## config.mk

```make
export PLATFORM = sky130hd
export DESIGN_NAME = dcache_mem_axi_bridge
export DESIGN_NICKNAME = d
export VERILOG_FILES = /design/src/rtl/dcache_mem_axi_bridge.sv
export SDC_FILE = /design/constraint.sdc
export NUM_CORES = 1
export LEC_CHECK = 0
export ABC_AREA = 1
export CAP_MARGIN = 20
export CORE_AREA = 2 2 191 193
export DETAILED_ROUTE_END_ITERATION = 16
export DIE_AREA = 0 0 193 195
export PLACE_DENSITY = 0.48
export SYNTH_ARGS = -nofsm -noshare
export SYNTH_HDL_FRONTEND = slang
export SYNTH_SLANG_ARGS = --single-unit
```

## constraint.sdc

```tcl
create_clock -name clk -period 1.7 [get_ports clk]
set_input_delay 0.51 -clock clk [delete_from_list [all_inputs] [get_ports clk]]
set_output_delay 0.51 -clock clk [all_outputs]
set_load 0.01 [all_outputs]
```

## src/rtl/dcache_mem_axi_bridge.sv

```systemverilog
// dcache_mem_axi_bridge: single-beat AXI4-Lite master behind the uncached D-cache port.
// Define WRITE_RESP_WAIT_EN to hold write addrOK until the B response (strongly ordered writes).
module dcache_mem_axi_bridge #(
  parameter int offset_width = 2
) (
  input  logic                                clk,
  input  logic                                rstn,
  input  logic [31:0]                         addr_dcache_mem,
  input  logic [31:0]                         dout_dcache_mem,
  output logic [32*(2<<offset_width)-1:0]     din_mem_dcache,
  input  logic                                dcache_mem_req,
  input  logic                                dcache_mem_wr,
  input  logic [1:0]                          dcache_mem_size,
  input  logic [3:0]                          dcache_mem_wstrb,
  output logic                                mem_dcache_addrOK,
  output logic                                mem_dcache_dataOK,
  output logic [31:0]                         araddr,
  output logic [2:0]                          arsize,
  output logic                                arvalid,
  input  logic                                arready,
  input  logic [31:0]                         rdata,
  input  logic [1:0]                          rresp,
  input  logic                                rvalid,
  output logic                                rready,
  output logic [31:0]                         awaddr,
  output logic [2:0]                          awsize,
  output logic                                awvalid,
  input  logic                                awready,
  output logic [31:0]                         wdata,
  output logic [3:0]                          wstrb,
  output logic                                wvalid,
  input  logic                                wready,
  input  logic [1:0]                          bresp,
  input  logic                                bvalid,
  output logic                                bready,
  output logic                                bus_err
);
  localparam int dw = 32*(2<<offset_width);
  typedef enum logic [2:0] {IDLE, AR, R, RD, AWW, B} state_t;
  state_t state, state_n;
  logic [31:0] addr_q, wdata_q, rdata_q;
  logic [1:0] size_q;
  logic [3:0] wstrb_q;
  logic aw_done, w_done, aw_hs, w_hs, ww_done;
  always_ff @(posedge clk or negedge rstn) begin
    if (!rstn) state <= IDLE;
    else state <= state_n;
  end
  always_comb begin
    arvalid = state == AR;
    rready = state == R;
    awvalid = state == AWW && !aw_done;
    wvalid = state == AWW && !w_done;
    bready = state == B;
    mem_dcache_dataOK = state == RD;
    aw_hs = awvalid && awready;
    w_hs = wvalid && wready;
    ww_done = state == AWW && (aw_done || aw_hs) && (w_done || w_hs);
`ifdef WRITE_RESP_WAIT_EN
    mem_dcache_addrOK = (arvalid && arready) || (bready && bvalid);
`else
    mem_dcache_addrOK = (arvalid && arready) || ww_done;
`endif
    state_n = state;
    case (state)
      IDLE: if (dcache_mem_req) state_n = dcache_mem_wr ? AWW : AR;
      AR: if (arready) state_n = R;
      R: if (rvalid) state_n = RD;
      RD: state_n = IDLE;
      AWW: if (ww_done) state_n = B;
      B: if (bvalid) state_n = IDLE;
      default: state_n = IDLE;
    endcase
  end
  // aw_done/w_done self-clear on the cycle both halves finish, so they are zero on B entry
  always_ff @(posedge clk or negedge rstn) begin
    if (!rstn) begin
      addr_q <= '0;
      wdata_q <= '0;
      size_q <= '0;
      wstrb_q <= '0;
      rdata_q <= '0;
      bus_err <= 1'b0;
      aw_done <= 1'b0;
      w_done <= 1'b0;
    end else begin
      if (state == IDLE && dcache_mem_req) begin
        addr_q <= addr_dcache_mem;
        wdata_q <= dout_dcache_mem;
        size_q <= dcache_mem_size;
        wstrb_q <= dcache_mem_wstrb;
      end
      if (rvalid && rready) rdata_q <= rdata;
      bus_err <= bus_err || (rvalid && rready && |rresp) || (bvalid && bready && |bresp);
      aw_done <= state == AWW && !ww_done && (aw_done || aw_hs);
      w_done <= state == AWW && !ww_done && (w_done || w_hs);
    end
  end
  assign araddr = addr_q;
  assign awaddr = addr_q;
  assign arsize = {1'b0, size_q};
  assign awsize = {1'b0, size_q};
  assign wdata = wdata_q;
  assign wstrb = wstrb_q;
  assign din_mem_dcache = {{(dw-32){1'b0}}, rdata_q};
endmodule

```

**Yosys cells after proc, flatten, opt, wreduce, memory -nomap -nowiden**

Index checks and enable logic that the tools add are counted.

- Flip-flop bits (word level): 108
- Latch bits: 0
- Bits in writable memories: 0
- Bits in read-only memories: 0
- Bits of input ports: 115
- Output and inout bits: 370
- Logic and storage cells: 53
- Memories: 0

- $add $sub $neg: 0
- $mul: 0
- Divide/modulo/power cells: 0
- Order comparisons: 0
- Equality and inequality tests: 10
- Shift-type cells: 0
- Mux-type cells: 7
- Bitwise operators: 0
- Reduce and logical (&&, ||, !) cells: 27

Operator list:

| cell | number |
|---|---|
| $mux W3 | 6 |
| $logic_and A1 B1 Y1 | 15 |
| $pmux W3 S5 | 1 |
| $ne A2 B2 Y1 const B | 4 |
| $eq A3 B2 Y1 const B | 2 |
| $eq A3 B3 Y1 const B | 2 |
| $logic_or A1 B1 Y1 | 5 |
| $reduce_and A5 Y1 | 1 |
| $reduce_or A2 Y1 | 2 |
| $eq A3 B1 Y1 const B | 1 |
| $logic_not A1 Y1 | 3 |
| $logic_not A3 Y1 | 1 |
| $ne A2 B1 Y1 const B | 1 |

**Longest topological paths before layout**

- Depth after elaboration: 9
- Gate-level depth with buffers: 8
- Gate-level depth less buffers: 8

**Worst setup path after synthesis**

Ideal clock, no wire load.

- Kind: register to output
- Start: register state[0]
- End: output port mem_dcache_addrOK
- Arrival: 1,019 ps
- Required time: 1,190 ps
- Setup slack: 171 ps
- Stages on the path, launching flop included: 6
- Path buffers: 0
- Path through: dfrtp_1 > nor2_4 > nand2_1 > nor2_1 > nand2_1 > o21ai_0

- Longest elaborated chain between the ends: 7
- Elaborated cells between the ends (all ways): 12
- Classes of those cells: eq/ne (2); reduce/logical (10)

RTL lines:

| element | line | source |
|---|---|---|
| start, declared | 40 | `state_t state, state_n;` |
| start signal, assigned | 47 | `else state <= state_n;` |
| $eq A3 B3 Y1 | 52, 53, 58 |  |
| $logic_and A1 B1 Y1 | 52 | `awvalid = state == AWW && !aw_done;` |
| $logic_and A1 B1 Y1 | 56 | `aw_hs = awvalid && awready;` |
| $logic_or A1 B1 Y1 | 58 | `ww_done = state == AWW && (aw_done \|\| aw_hs) && (w_done \|\| w_hs);` |
| $logic_and A1 B1 Y1 (2 in series) | 58 |  |
| $logic_or A1 B1 Y1 * | 62 | `mem_dcache_addrOK = (arvalid && arready) \|\| ww_done;` |
| end, declared | 15 | `output logic mem_dcache_addrOK,` |

Every way passes the cells marked *; elsewhere a longest branch is shown, timed or not.

**Final worst setup path**

- Start: register state[0]
- End: output port awvalid

- Longest elaborated chain between the ends: 2

RTL lines:

| element | line | source |
|---|---|---|
| $eq A3 B3 Y1 | 52 |  |
| $logic_and A1 B1 Y1 | 52 |  |
| end, declared | 27 | `output logic awvalid,` |

Every way passes these cells.

==> reports/metrics.csv <==
stage;metric;value;unit
placement;Place WS;-0.699;ns
final_layout;commonest non-fill, non-tap cell in the layout;conb_1;
clocking;Clock Latency Late Sink;0.37;ns
global_route;met1 usage;9.22;%
final_layout;ratio of cells with drive above 1 in the final layout;12.1;%
sta;final setup violating endpoints;7;
routing;vias;4338;
sta;final setup margin;-0.268;ns
clocking;CTS sink cnt;108;
global_route;total track usage;8.36;%
worst_setup_path;FF-to-FF setup slack;0.05;ns
placement;placed instance area;0.00846;mm²
worst_setup_path;Worst setup SP type;flip-flop;
worst_hold_path;worst min path class;primary input to asynchronous set/reset pin;
sta;hold_ws;0.127;ns
global_route;largest net degree at the start of global routing;57;
floorplanning;Die Span X;193;µm
sta;Clock Skew;0.0137;ns
pwr;maximum vdd drop;0.000653;V
sta;Hold Fails Final Rpt;0;
clocking;CTS clk-pin slew, worst paths;0.08;ns
routing;Antenna Nets Post-Route;0;
pwr;total power;13500;µW
sta;setup TNS;-1.23;ns
worst_setup_path;Worst Setup End Kind;primary output;
global_route;first-pass GRT wire length;23300;µm
floorplanning;Initial Util;17.6;%
routing;DR vias/cell;3.22;
floorplanning;Ports;485;
logic_synthesis;Ys Warns;0;
sta;min Tclk post-route;1.97;ns
worst_setup_path;critical path class;flip-flop to primary output;
worst_setup_path;Data required, critical path;1.19;ns
worst_setup_path;crit path max fanout;5;
final_layout;# nets final;997;
global_route;initial antenna violation count;1;
placement;input/output buffers;258;
sta;Slew Limit Fails;0;
clocking;# H-tree levels;3;
logic_synthesis;register bit total from synthesis;108;
pwr;Lkg Pwr;0.00458;µW
sta;Highest Clock Rate;508;MHz
final_layout;ant diodes;0;
global_route;GRT overflow;0;
logic_synthesis;synthesized instance count;610;
final_layout;synthesis-to-layout area growth;45.2;%
clocking;Root Buffer;clkbuf_16;
floorplanning;standard-cell rows;69;
pwr;PwrDens;1480;mW/mm²
run_status;failing checks;setup timing;
logic_synthesis;Mean Syn Cell Area;10.2;µm²
logic_synthesis;Cell Area, Synth;0.00625;mm²
global_route;GRT met2 Usage;14.2;%
worst_setup_path;FF-to-FF End;araddr[1];
floorplanning;Die Footprint;0.0376;mm²
clocking;Hold-fix buffers, CTS;0;
job;Max-Cap Viols;0;
logic_synthesis;sequential share of the synthesized area;43.3;%
clocking;CTS tree;done;
sta;fin crit share;116;%
placement;GPL Wtd Cong;0.704;
worst_setup_path;Crit Reg-Reg Startpoint;state[0];
worst_setup_path;crit path DAT;1.46;ns
global_route;GR Util met3;2.79;%
floorplanning;chip height;195;µm
routing;Initial DRT Pass Iterations;4;
clocking;CTS Buf Count;9;
floorplanning;core area;0.0354;mm²
logic_synthesis;synth unique cells;21;
routing;WL/cell;12.9;µm
routing;starting DRC count in detailed routing;77;
clocking;clk buf depth;2;
routing;drt drc;0;
run_status;status;finished, violations left;
worst_setup_path;r2r worst-path depth;7;
final_layout;most frequent cells in the layout;conb_1 (226), dlygate4sd2_1 (133), clkdlybuf4s50_1 (113);
global_route;GRT Max-Usage Layer;met2;
routing;Routed WL;17400;µm
placement;Post-DP HPWL;12900;µm
global_route;vias in the first global route;3940;
final_layout;final instance area;0.00907;mm²
final_layout;Filler cells;3891;
sta;RSZ-0062 raised after global routing;true;
==> metal layers <==
layer	part of all wire (%)	up-vias	wire [µm]
li1	-	2011	-
met5	0.075	-	13
met2	49	280	8510
met3	11	16	1840
met1	38	2029	6650
met4	2.3	2	394
==> cell type report <==
class / instances / area (µm²) / share of cell area, %
Tap cell: 461 / 577 / 6.36
Clock buffer: 10 / 239 / 2.63
Sequential cell: 108 / 2700 / 29.8
Inverter: 14 / 55.1 / 0.607
Timing Repair Buffer: 314 / 3080 / 33.9
Clock inverter: 5 / 68.8 / 0.759
Multi-Input combinational cell: 435 / 2350 / 25.9
==> stage by stage <==
step           util, %  std cells
2_1_floorplan        -        835
3_3_place_gp      23.9       1303
3_5_place_dp      23.9       1303
4_1_cts           24.9       1339
5_1_grt           25.6       1347
6_report          25.6       1347
==> where the power goes <==
| group | internal (µW) | total, µW | switching (µW) |
|---|---|---|---|
| registers | 3810 | 4540 | 734 |
| clock network | 1200 | 2260 | 1060 |
| logic | 3450 | 6650 | 3210 |
==> timing repair <==
item	CTS	global route
cloned	0	7
resized for setup	203	17
setup endpoints to repair	144	110
setup buffers	22	6
pin swaps	8	8
==> registers in the layout, indices dropped and copies added, names as in the netlist <==
signal / flops
araddr: 32
rdata_q: 32
wdata: 32
wstrb: 4
state: 3
size_q: 2
aw_done: 1
bus_err: 1
w_done: 1
==> Yosys cell counts <==
cell type | instances | area (µm²)
clkbuf_1 | 4 | 15.0
nand3_4 | 1 | 17.5
nand2_1 | 75 | 282
nor2_1 | 11 | 41.3
a21boi_0 | 1 | 7.51
nand3_1 | 40 | 200
mux2_1 | 70 | 788
conb_1 | 1 | 3.75
dfrtp_1 | 108 | 2700
o211ai_1 | 1 | 7.51
inv_1 | 11 | 41.3
buf_4 | 260 | 1950
nand2_2 | 1 | 6.26
nor3_1 | 2 | 10.0
nand3b_1 | 1 | 7.51
nand4_1 | 2 | 12.5
o21ai_0 | 3 | 15.0
buf_6 | 7 | 78.8
buf_2 | 7 | 35.0
nor2_4 | 1 | 11.3
inv_2 | 3 | 11.3
==> worst max-delay path by stage <==
stage                     slack [ns]  cells past startpoint  startpoint                 to
final                          -0.27                      6    state[0]            awvalid
after global routing           -0.35                      7    state[0]  mem_dcache_addrOK
after CTS                      -0.32                      7    state[0]  mem_dcache_addrOK
after detailed placement       -0.70                      6     awready  mem_dcache_addrOK
after global placement         -0.71                      6     awready  mem_dcache_addrOK
after floorplan                 0.17                      5    state[0]  mem_dcache_addrOK
==> worst max-delay path, stage by stage (launching register included) <==
cell,delay [ns]
dfrtp_1,0.39
buf_6,0.12
nor2_4,0.12
nand2_2,0.08
buf_4,0.16
nor2_1,0.08
buf_2,0.14
==> kinds of logic (layout without fill, tap and decap cells) <==
| logic type | count (synthesis) | after routing | share of synthesized area (%) |
|---|---|---|---|
| flops | 108 | 108 | 43.3 |
| mux | 70 | 70 | 12.6 |
| compound gates | 5 | 5 | 0.481 |
| simple gates | 134 | 134 | 9.42 |
| other cells | 1 | 226 | 0.0600 |
| buf+inv | 292 | 343 | 34.2 |
Power figures use the tool's default switching activity.
